===== config.mk =====
export PLATFORM = sky130hd
export DESIGN_NAME = keypad_regfile_alu
export DESIGN_NICKNAME = d
export VERILOG_FILES = /design/src/rtl/keypad_regfile_alu.sv
export SDC_FILE = /design/constraint.sdc
export NUM_CORES = 1
export LEC_CHECK = 0
export CORE_ASPECT_RATIO = 0.8
export CORE_UTILIZATION = 36
export DETAILED_ROUTE_END_ITERATION = 6
export PLACE_DENSITY_LB_ADDON = 0.08
export SETUP_SLACK_MARGIN = 0.15
export SLEW_MARGIN = 20
export SYNTH_ARGS = -nofsm -noshare
export SYNTH_HDL_FRONTEND = slang
export SYNTH_SLANG_ARGS = --single-unit

===== constraint.sdc =====
create_clock -name clk -period 5.65 [get_ports clk]
set_clock_uncertainty 0.15 [all_clocks]
set_input_delay 1.13 -clock clk [delete_from_list [all_inputs] [get_ports clk]]
set_output_delay 1.13 -clock clk [all_outputs]
set_load 0.005 [all_outputs]

===== src/rtl/keypad_regfile_alu.sv =====
// Keypad column scanner with sweep debounce, nibble-loaded register file and a sequenced ALU.
// Latency: start->done 3 cycles; key accepted at sweep end; dbg_data 1 cycle after address.
// Backpressure: start is ignored while busy; key loads to the register being written back are dropped.
module keypad_regfile_alu #(
  parameter int WIDTH    = 8,
  parameter int NREGS    = 4,
  parameter int SCAN_DIV = 16,
  parameter int DEBOUNCE = 3,
  localparam int ADDR_W  = $clog2(NREGS)
) (
  input  logic              clk,
  input  logic              reset,
  input  logic [3:0]        row_in,
  output logic [1:0]        col_sel,
  input  logic              key_wr_en,
  input  logic [ADDR_W-1:0] key_addr,
  output logic [3:0]        key_code,
  output logic              key_strobe,
  input  logic              start,
  input  logic [2:0]        op,
  input  logic [ADDR_W-1:0] addr_a,
  input  logic [ADDR_W-1:0] addr_b,
  input  logic [ADDR_W-1:0] addr_d,
  input  logic              wb_en,
  output logic              busy,
  output logic              done,
  output logic [WIDTH-1:0]  result,
  output logic [3:0]        flags,
  input  logic [ADDR_W-1:0] dbg_addr,
  output logic [WIDTH-1:0]  dbg_data
);

  localparam int DIV_W = $clog2(SCAN_DIV);
  localparam int DEB_W = $clog2(DEBOUNCE + 1);

  localparam logic [1:0] S_IDLE = 2'd0;
  localparam logic [1:0] S_READ = 2'd1;
  localparam logic [1:0] S_EXEC = 2'd2;

  typedef struct packed {
    logic [2:0]        alu_op;
    logic [ADDR_W-1:0] ra;
    logic [ADDR_W-1:0] rb;
    logic [ADDR_W-1:0] rd;
    logic              wb;
  } cmd_t;

  // ---------------- scanner ----------------
  logic [DIV_W-1:0] dwell;
  logic             dwell_tc;
  logic             sweep_end;
  logic             row_hit;
  logic [1:0]       row_idx;
  logic             acc_hit;
  logic [3:0]       acc_code;
  logic             sweep_hit;
  logic [3:0]       sweep_code;
  logic [4:0]       sweep_key;

  assign dwell_tc  = (dwell == DIV_W'(SCAN_DIV - 1));
  assign sweep_end = dwell_tc && (col_sel == 2'd3);

  // Lowest asserted row wins within one column sample.
  always_comb begin
    row_hit = |row_in;
    row_idx = 2'd0;
    if (row_in[0])      row_idx = 2'd0;
    else if (row_in[1]) row_idx = 2'd1;
    else if (row_in[2]) row_idx = 2'd2;
    else if (row_in[3]) row_idx = 2'd3;
  end

  // Sweep key so far including the current sample; column 0 starts a fresh sweep.
  always_comb begin
    if ((col_sel != 2'd0) && acc_hit) begin
      sweep_hit  = 1'b1;
      sweep_code = acc_code;
    end else begin
      sweep_hit  = row_hit;
      sweep_code = {col_sel, row_idx};
    end
    sweep_key = {sweep_hit, sweep_hit ? sweep_code : 4'h0};
  end

  // Column dwell counter and per-sweep accumulation of the first hit.
  always_ff @(posedge clk) begin
    if (reset) begin
      dwell    <= '0;
      col_sel  <= 2'd0;
      acc_hit  <= 1'b0;
      acc_code <= 4'h0;
    end else if (dwell_tc) begin
      dwell    <= '0;
      col_sel  <= col_sel + 2'd1;
      acc_hit  <= sweep_hit;
      acc_code <= sweep_code;
    end else begin
      dwell <= dwell + DIV_W'(1);
    end
  end

  // ---------------- debounce ----------------
  logic [4:0]       prev_key;
  logic [DEB_W-1:0] stable;
  logic [DEB_W-1:0] stable_nxt;
  logic             armed;

  // Count consecutive identical sweeps, saturating at DEBOUNCE.
  always_comb begin
    if (sweep_key == prev_key)
      stable_nxt = (stable == DEB_W'(DEBOUNCE)) ? stable : stable + DEB_W'(1);
    else
      stable_nxt = DEB_W'(1);
  end

  // Accept a key once it is stable and armed; only an empty sweep re-arms.
  always_ff @(posedge clk) begin
    if (reset) begin
      prev_key   <= 5'd0;
      stable     <= '0;
      armed      <= 1'b1;
      key_strobe <= 1'b0;
      key_code   <= 4'h0;
    end else begin
      key_strobe <= 1'b0;
      if (sweep_end) begin
        prev_key <= sweep_key;
        stable   <= stable_nxt;
        if (!sweep_hit) begin
          armed <= 1'b1;
        end else if ((stable_nxt == DEB_W'(DEBOUNCE)) && armed) begin
          key_strobe <= 1'b1;
          key_code   <= sweep_code;
          armed      <= 1'b0;
        end
      end
    end
  end

  // ---------------- ALU sequencer ----------------
  logic [1:0]       state;
  cmd_t             cmd;
  logic [WIDTH-1:0] opa;
  logic [WIDTH-1:0] opb;
  logic [WIDTH-1:0] regs [NREGS];
  logic [WIDTH:0]   ext;
  logic [WIDTH-1:0] alu_res;
  logic             alu_c;
  logic             alu_v;
  logic             wb_fire;

  assign wb_fire = (state == S_EXEC) && cmd.wb;

  // Result and carry/overflow for the latched op on the captured operands.
  always_comb begin
    ext     = '0;
    alu_res = '0;
    alu_c   = 1'b0;
    alu_v   = 1'b0;
    case (cmd.alu_op)
      3'd0: begin
        ext     = {1'b0, opa} + {1'b0, opb};
        alu_res = ext[WIDTH-1:0];
        alu_c   = ext[WIDTH];
        alu_v   = (opa[WIDTH-1] == opb[WIDTH-1]) && (alu_res[WIDTH-1] != opa[WIDTH-1]);
      end
      3'd1: begin
        ext     = {1'b0, opa} - {1'b0, opb};
        alu_res = ext[WIDTH-1:0];
        alu_c   = ext[WIDTH];
        alu_v   = (opa[WIDTH-1] != opb[WIDTH-1]) && (alu_res[WIDTH-1] != opa[WIDTH-1]);
      end
      3'd2: alu_res = opa & opb;
      3'd3: alu_res = opa | opb;
      3'd4: alu_res = opa ^ opb;
      3'd5: begin
        alu_res = {opa[WIDTH-2:0], 1'b0};
        alu_c   = opa[WIDTH-1];
      end
      3'd6: begin
        alu_res = {1'b0, opa[WIDTH-1:1]};
        alu_c   = opa[0];
      end
      default: alu_res = opa;
    endcase
  end

  // IDLE -> READ -> EXEC; reset aborts the op before any write-back.
  always_ff @(posedge clk) begin
    if (reset) begin
      state  <= S_IDLE;
      cmd    <= '0;
      opa    <= '0;
      opb    <= '0;
      busy   <= 1'b0;
      done   <= 1'b0;
      result <= '0;
      flags  <= 4'h0;
    end else begin
      done <= 1'b0;
      case (state)
        S_IDLE: begin
          if (start) begin
            cmd   <= '{alu_op: op, ra: addr_a, rb: addr_b, rd: addr_d, wb: wb_en};
            busy  <= 1'b1;
            state <= S_READ;
          end
        end
        S_READ: begin
          opa   <= regs[cmd.ra];
          opb   <= regs[cmd.rb];
          state <= S_EXEC;
        end
        S_EXEC: begin
          result <= alu_res;
          flags  <= {alu_res[WIDTH-1], alu_v, alu_c, (alu_res == '0)};
          done   <= 1'b1;
          busy   <= 1'b0;
          state  <= S_IDLE;
        end
        default: state <= S_IDLE;
      endcase
    end
  end

  // ---------------- register file ----------------
  // Key nibble shift-in and ALU write-back; write-back wins on the same register.
  always_ff @(posedge clk) begin
    if (reset) begin
      for (int i = 0; i < NREGS; i++) regs[i] <= '0;
      dbg_data <= '0;
    end else begin
      dbg_data <= regs[dbg_addr];
      if (key_strobe && key_wr_en && !(wb_fire && (cmd.rd == key_addr)))
        regs[key_addr] <= {regs[key_addr][WIDTH-5:0], key_code};
      if (wb_fire)
        regs[cmd.rd] <= alu_res;
    end
  end

endmodule


==> impl_metrics.yaml <==
critical_path:
  worstPathRequired_ps: 5520
  crit_end: "regs[2][7]"
  critPathSlowestCell: "clkdlybuf4s50_1"
  worstPathArrival_ps: 3410
  rr_startpoint: "opa[4]"
  critPathLaunch: "key_addr[1]"
  crit_chain: "clkdlybuf4s50_1 -> xnor2_1 -> and3_1 -> a211oi_2 -> and3b_1 -> or3_1"
  critical_path_class: "input pin to register"
  max_stage_delay_ps: 650
  cp_max_fo: 11
  worstSetupStartpointType: "input pin"
  end_kind: "register"
  r2r-end: "regs[3][5]"
  r2r_slack_ps: 2560
  reg2regPathDepth: 8
global_routing:
  grt_pass1_vias: 5140
  grtUsageTotal: 0.213
  grt_pass1_wl_mm: 29.1
  grt_start_max_net_pins: 47
  grt_overflow: 0
  antenna_found_initial: 0
clocking:
  htree_levels: 3
  cts_tree: "built"
  cts.sinks: 105
  clkTransAtPathRegs_ps: 70
  cts_max_path_buffers: 2
  cts_resized: 0
  cts.root.buffer_cell: "clkbuf_16"
  hold_buffers: 0
  cts_setup_buffers: 0
  worstSkewPairLatency_ps: 350
  cts_buffers: 9
layout:
  final_common_cell: "nand2_1"
  seq_area_sq_um: 2420
  drive_gt1_frac: 0.0908
  final_cell_mix: "nand2_1 (95), dfxtp_1 (73), a21oi_1 (56), clkdlybuf4s50_1 (49), nor2_1 (46)"
  multi_input_area_sq_um: 3580
  fin_nets: 762
  antenna_cells: 0
  n_fill_cell: 1689
  areaGrowthSynthToFinish_pct: 13.8
  stdcell_area_sq_um: 7250
  stdcell_count: 941
synth:
  synth_top_family_by_area: "compound AO/OA/AOI/OAI gates"
  ys_seq_elements: 105
  synth_compound_area_frac: 0.195
  ys_warn_count: 0
  syn_inst: 695
  netlist_area_sq_um: 6380
  yosys.area_share.simple: 0.192
  syn_avg_cell_area_sq_um: 9.18
  seq_area_frac_synth: 0.380
  async_reset_ff_frac: 0
  synth-xor-area-share: 0.0124
  synth-edff-count: 32
  synthAdderAreaFrac: 0.0593
  synth_cell_types: 72
  synthesis.nets: 746
  synthFlopType: "dfxtp_1"
  synthMuxAreaShare: 0.103
die:
  io_pins: 51
  die_y_um: 121
  die_area_sq_um: 18300
  core.rowCount: 43
  initial_core_util: 0.368
  die_x_um: 151
  coreArea_sq_um: 17300
routing:
  vias_per_cell: 5.71
  wl_mm: 18.7
  wl_per_cell_um: 19.9
  dr.first_iter.drc_count: 433
  drt_pass1_iterations: 5
  drc_errors: 0
  ant_nets: 0
  vias: 5377
placed_design:
  placed_area_sq_um: 6970
  place.gp.congestion: 0.888
  numPortBuffers: 50
  hpwl_mm: 13.7
  dp.cells: 925
sta:
  drv_slew: 0
  hold_viol: 0
  tightest_slew_ps: 913
  fmax_mhz: 283
  max_slew_margin: 0.392
  fin_crit_ps: 3540
  fin_crit_sh: 0.626
  rsz0062_at_grt: "no"
  fin_tns_setup_ps: 0
  setup_violations: 0
power:
  p_leak_nw: 2.47
  power.density_nw_per_um2: 237
  power_mw: 1.72
  irDropWorstVdd_uv: 142
hold_path:
  min_path_type: "register to register"
  holdPathStages: 2
job:
  drv_cap: 0
outcome:
  status: "completed"
==> worst min path at each step <==
stage / to / slack [ps] / from
after floorplan: prev_key[3] / 300 / prev_key[3]
after global placement: cmd[8] / 300 / cmd[8]
after detailed placement: cmd[8] / 300 / cmd[8]
after CTS: cmd[8] / 310 / cmd[8]
after global routing: flags[2] / 330 / flags[2]
final: flags[2] / 310 / flags[2]
==> power breakdown <==
group | internal, mW | leakage [nW] | switching (mW)
logic | 0.111 | 1.40 | 0.154
registers | 0.801 | 0.925 | 0.0339
clock network | 0.329 | 0.147 | 0.288
==> worst max-delay path, delay by kind of cell <==
kind | cells | cell delay [ps]
and+or+nand+nor | 3 | 1000
buffers and inverters | 1 | 650
AOI/OAI and AO/OA | 1 | 400
xor gates and xnor gates | 1 | 220
==> Yosys cell counts, drive strengths merged (3+ instances only) <==
| library cell | instances | area [sq um] |
|---|---|---|
| dfxtp | 73 | 1460 |
| o22ai | 11 | 68.8 |
| a221oi | 9 | 78.8 |
| nor2b | 22 | 138 |
| nand2 | 95 | 357 |
| nand3b | 3 | 22.5 |
| a31o | 5 | 43.8 |
| xnor2 | 7 | 61.3 |
| a21o | 5 | 37.5 |
| ha | 27 | 338 |
| and3b | 3 | 26.3 |
| edfxtp | 32 | 961 |
| o211a | 3 | 30.0 |
| and3 | 6 | 37.5 |
| mux4 | 26 | 586 |
| o2bb2ai | 3 | 26.3 |
| a211oi | 19 | 148 |
| nand3 | 13 | 65.1 |
| a22o | 4 | 35.0 |
| nor3 | 8 | 40.0 |
| nand4b | 3 | 26.3 |
| o211ai | 3 | 22.5 |
| a21oi | 56 | 280 |
| nor3b | 5 | 47.5 |
| buf | 20 | 118 |
| or3 | 8 | 50.1 |
| and2 | 7 | 43.8 |
| o31ai | 3 | 22.5 |
| o32ai | 3 | 33.8 |
| mux2i | 5 | 50.1 |
| nand2b | 13 | 81.3 |
| o221ai | 3 | 26.3 |
| o21ai | 31 | 155 |
| nor2 | 47 | 184 |
| nand4 | 7 | 43.8 |
| inv | 36 | 135 |
| clkbuf | 32 | 123 |
==> logic make-up (layout without fill, tap and decap cells) <==
logic type,Yosys count,after routing
buffers and inverters,88,109
multiplexers,33,33
flip-flops,105,105
AO/OA/AOI/OAI,185,185
XOR/XNOR,9,9
AND/OR/NAND/NOR,246,246
adder cells (fa/ha/maj),29,29
==> area by class of cell <==
class,instances,area share
Sequential cell,105,0.334
Clock buffer,12,0.0359
Inverter,36,0.0186
Clock inverter,4,0.00345
Tap cell,225,0.0388
Timing Repair Buffer,57,0.0755
Multi-Input combinational cell,502,0.494
==> state kept, by name (all words and copies together) (netlist names), 2 cells and up <==
signal,count
acc_code,4
cmd,10
col_sel,2
dbg_data,8
dwell,4
flags,3
key_code,4
opa,8
opb,8
prev_key,5
regs,32
result,8
stable,2
state,2
==> stage by stage <==
stage / setup slack (ps) / util / hold WS, ps
2_1_floorplan: 2810 / - / 296
3_3_place_gp: 1800 / 0.402 / 298
3_5_place_dp: 1750 / 0.402 / 302
4_1_cts: 2140 / 0.419 / 312
5_1_grt: 1940 / 0.419 / 329
6_report: 2110 / 0.419 / 308
==> metal layers <==
metal,track usage,part of all wire
met1,0.301,0.46
met2,0.320,0.45
met5,0,0
met3,0.0462,0.073
met4,0.0744,0.024
No activity file was read; power rests on OpenSTA's default activity.
==> variant (config.mk and constraints unchanged) <==
Set the parameter `SCAN_DIV` to 32 (it was 16).
--- a/src/rtl/keypad_regfile_alu.sv
+++ b/src/rtl/keypad_regfile_alu.sv
@@ -5,5 +5,5 @@
   parameter int WIDTH    = 8,
   parameter int NREGS    = 4,
-  parameter int SCAN_DIV = 16,
+  parameter int SCAN_DIV = 32,
   parameter int DEBOUNCE = 3,
   localparam int ADDR_W  = $clog2(NREGS)
Behaviour: same outputs for any inputs over 10 cycles, from zero or initial values and one cycle with reset high; that may be too few to reach the edited logic, so the function may still have changed.
==> variant against the original RTL <==
  * Wire length shrank 2.1%
  * Power grew 0.27%
  * Synthesized area shrank 0.92%
  * Sequential share of layout area grew 0.34 points
  * Cell area shrank 0.19%
  * Count of clock-buffer cells in the layout shrank 2
  * Hold slack gained 1.3 ps
  * Critical path depth grew 1
  * Register-to-register slack lost 230 ps
  * Via count shrank 2.0%
  * Worst setup slack lost 200 ps
  * Sequential cell count grew 1
  * Critical endpoint is now regs[0][1]$_DFFE_PP_
  * Highest routed layer unchanged
==> variant: results <==
{
  "layout-drive-gt1-share_pct": 9.89,
  "gpl.final_weighted_congestion": 0.902,
  "postSynthNetCount": 722,
  "place_area_mm2": 0.00695,
  "syn_inst": 670,
  "yosysUniqueCellTypes": 70,
  "num-nets-final": 745,
  "drtIter0Drc": 577,
  "worst_ep_arrival_time_ps": 3610,
  "via_count_of_the_first_global_routing_pass": 4871,
  "grt_first_pass_wirelength_um": 28600,
  "max-vdd-ir-drop_mv": 0.166,
  "met3_wirelength_um": 1260,
  "num-fill-cells": 1590,
  "stdcell_count": 918,
  "met1_length_um": 9400,
  "critical_path.slowest_cell": "sky130_fd_sc_hd__nor3_1",
  "detail_route.wirelength_um": 18300,
  "async_flop_share_pct": 0,
  "power_switching_share_pct": 28.1,
  "met2_length_um": 7330,
  "detailroute.via_count": 5269,
  "largest_net_degree_at_the_start_of_global_routing": 65,
  "hpwlAfterDp_um": 13700,
  "overall_fraction_of_global_route_tracks_in_use_pct": 21.2,
  "critical_path.max_fanout": 9,
  "leakage_nw": 2.50,
  "outcome": "complete, no violations",
  "leading_post_synthesis_cells_by_cell_area": "sky130_fd_sc_hd__dfxtp_1 23%, sky130_fd_sc_hd__edfxtp_1 15%, sky130_fd_sc_hd__mux4_2 10%",
  "timing.slew.headroom_pct": 20.7,
  "post-place-cells": 902,
  "critPathMaxStageDelay_ps": 720
}
==> variant: changes by cell type after synthesis, sizes merged, moves of 8 or more <==
cell and change:
a22o +13, nor2b -10, o22ai -9, and2 +8, nand3 -8
==> variant: area by class of cell <==
type / count / area (µm²) / area share, %
Clock buffer: 10 / 239 / 3.30
Sequential cell: 106 / 2440 / 33.7
Multi-Input combinational cell: 488 / 3570 / 49.3
Timing Repair Buffer: 58 / 556 / 7.67
Inverter: 30 / 113 / 1.56
Clock inverter: 6 / 46.3 / 0.639
Tap cell: 220 / 275 / 3.80
==> variant: worst paths after layout <==
kind	start	to	slack (ps)	depth (start not counted)
worst max register to register	opa[0]$_SDFFE_PP0N_	regs[1][6]$_DFFE_PP_	2330	8
worst max-delay path	key_addr[1]	regs[0][1]$_DFFE_PP_	1910	7
worst min register to register	flags[2]$_SDFFE_PP0P_	flags[2]$_SDFFE_PP0P_	310	2
worst min-delay path	flags[2]$_SDFFE_PP0P_	flags[2]$_SDFFE_PP0P_	310	2
==> variant: kinds of logic after synthesis <==
family | after synthesis | share of synthesized area, %
buffers and inverters | 76 | 4.89
multiplexers | 38 | 11.7
AO/OA/AOI/OAI | 179 | 19.2
flip-flops | 106 | 38.7
XOR/XNOR | 13 | 1.80
AND/OR/NAND/NOR | 228 | 17.6
adder cells (fa/ha/maj) | 30 | 6.18
==> variant: per-stage QoR <==
step                      hold WS [ps]  setup WS, ps
final                              309          1910
after global routing               335          1780
after CTS                          314          1910
after detailed placement           303          1550
after global placement             297          1660
after floorplan                    277          2470
==> variant: metal layers <==
metal / vias up / track usage, %
met4: 0 / 6.57
li1: 2485 / -
met2: 210 / 28.1
met3: 25 / 4.68
met5: - / 0
met1: 2549 / 33.4
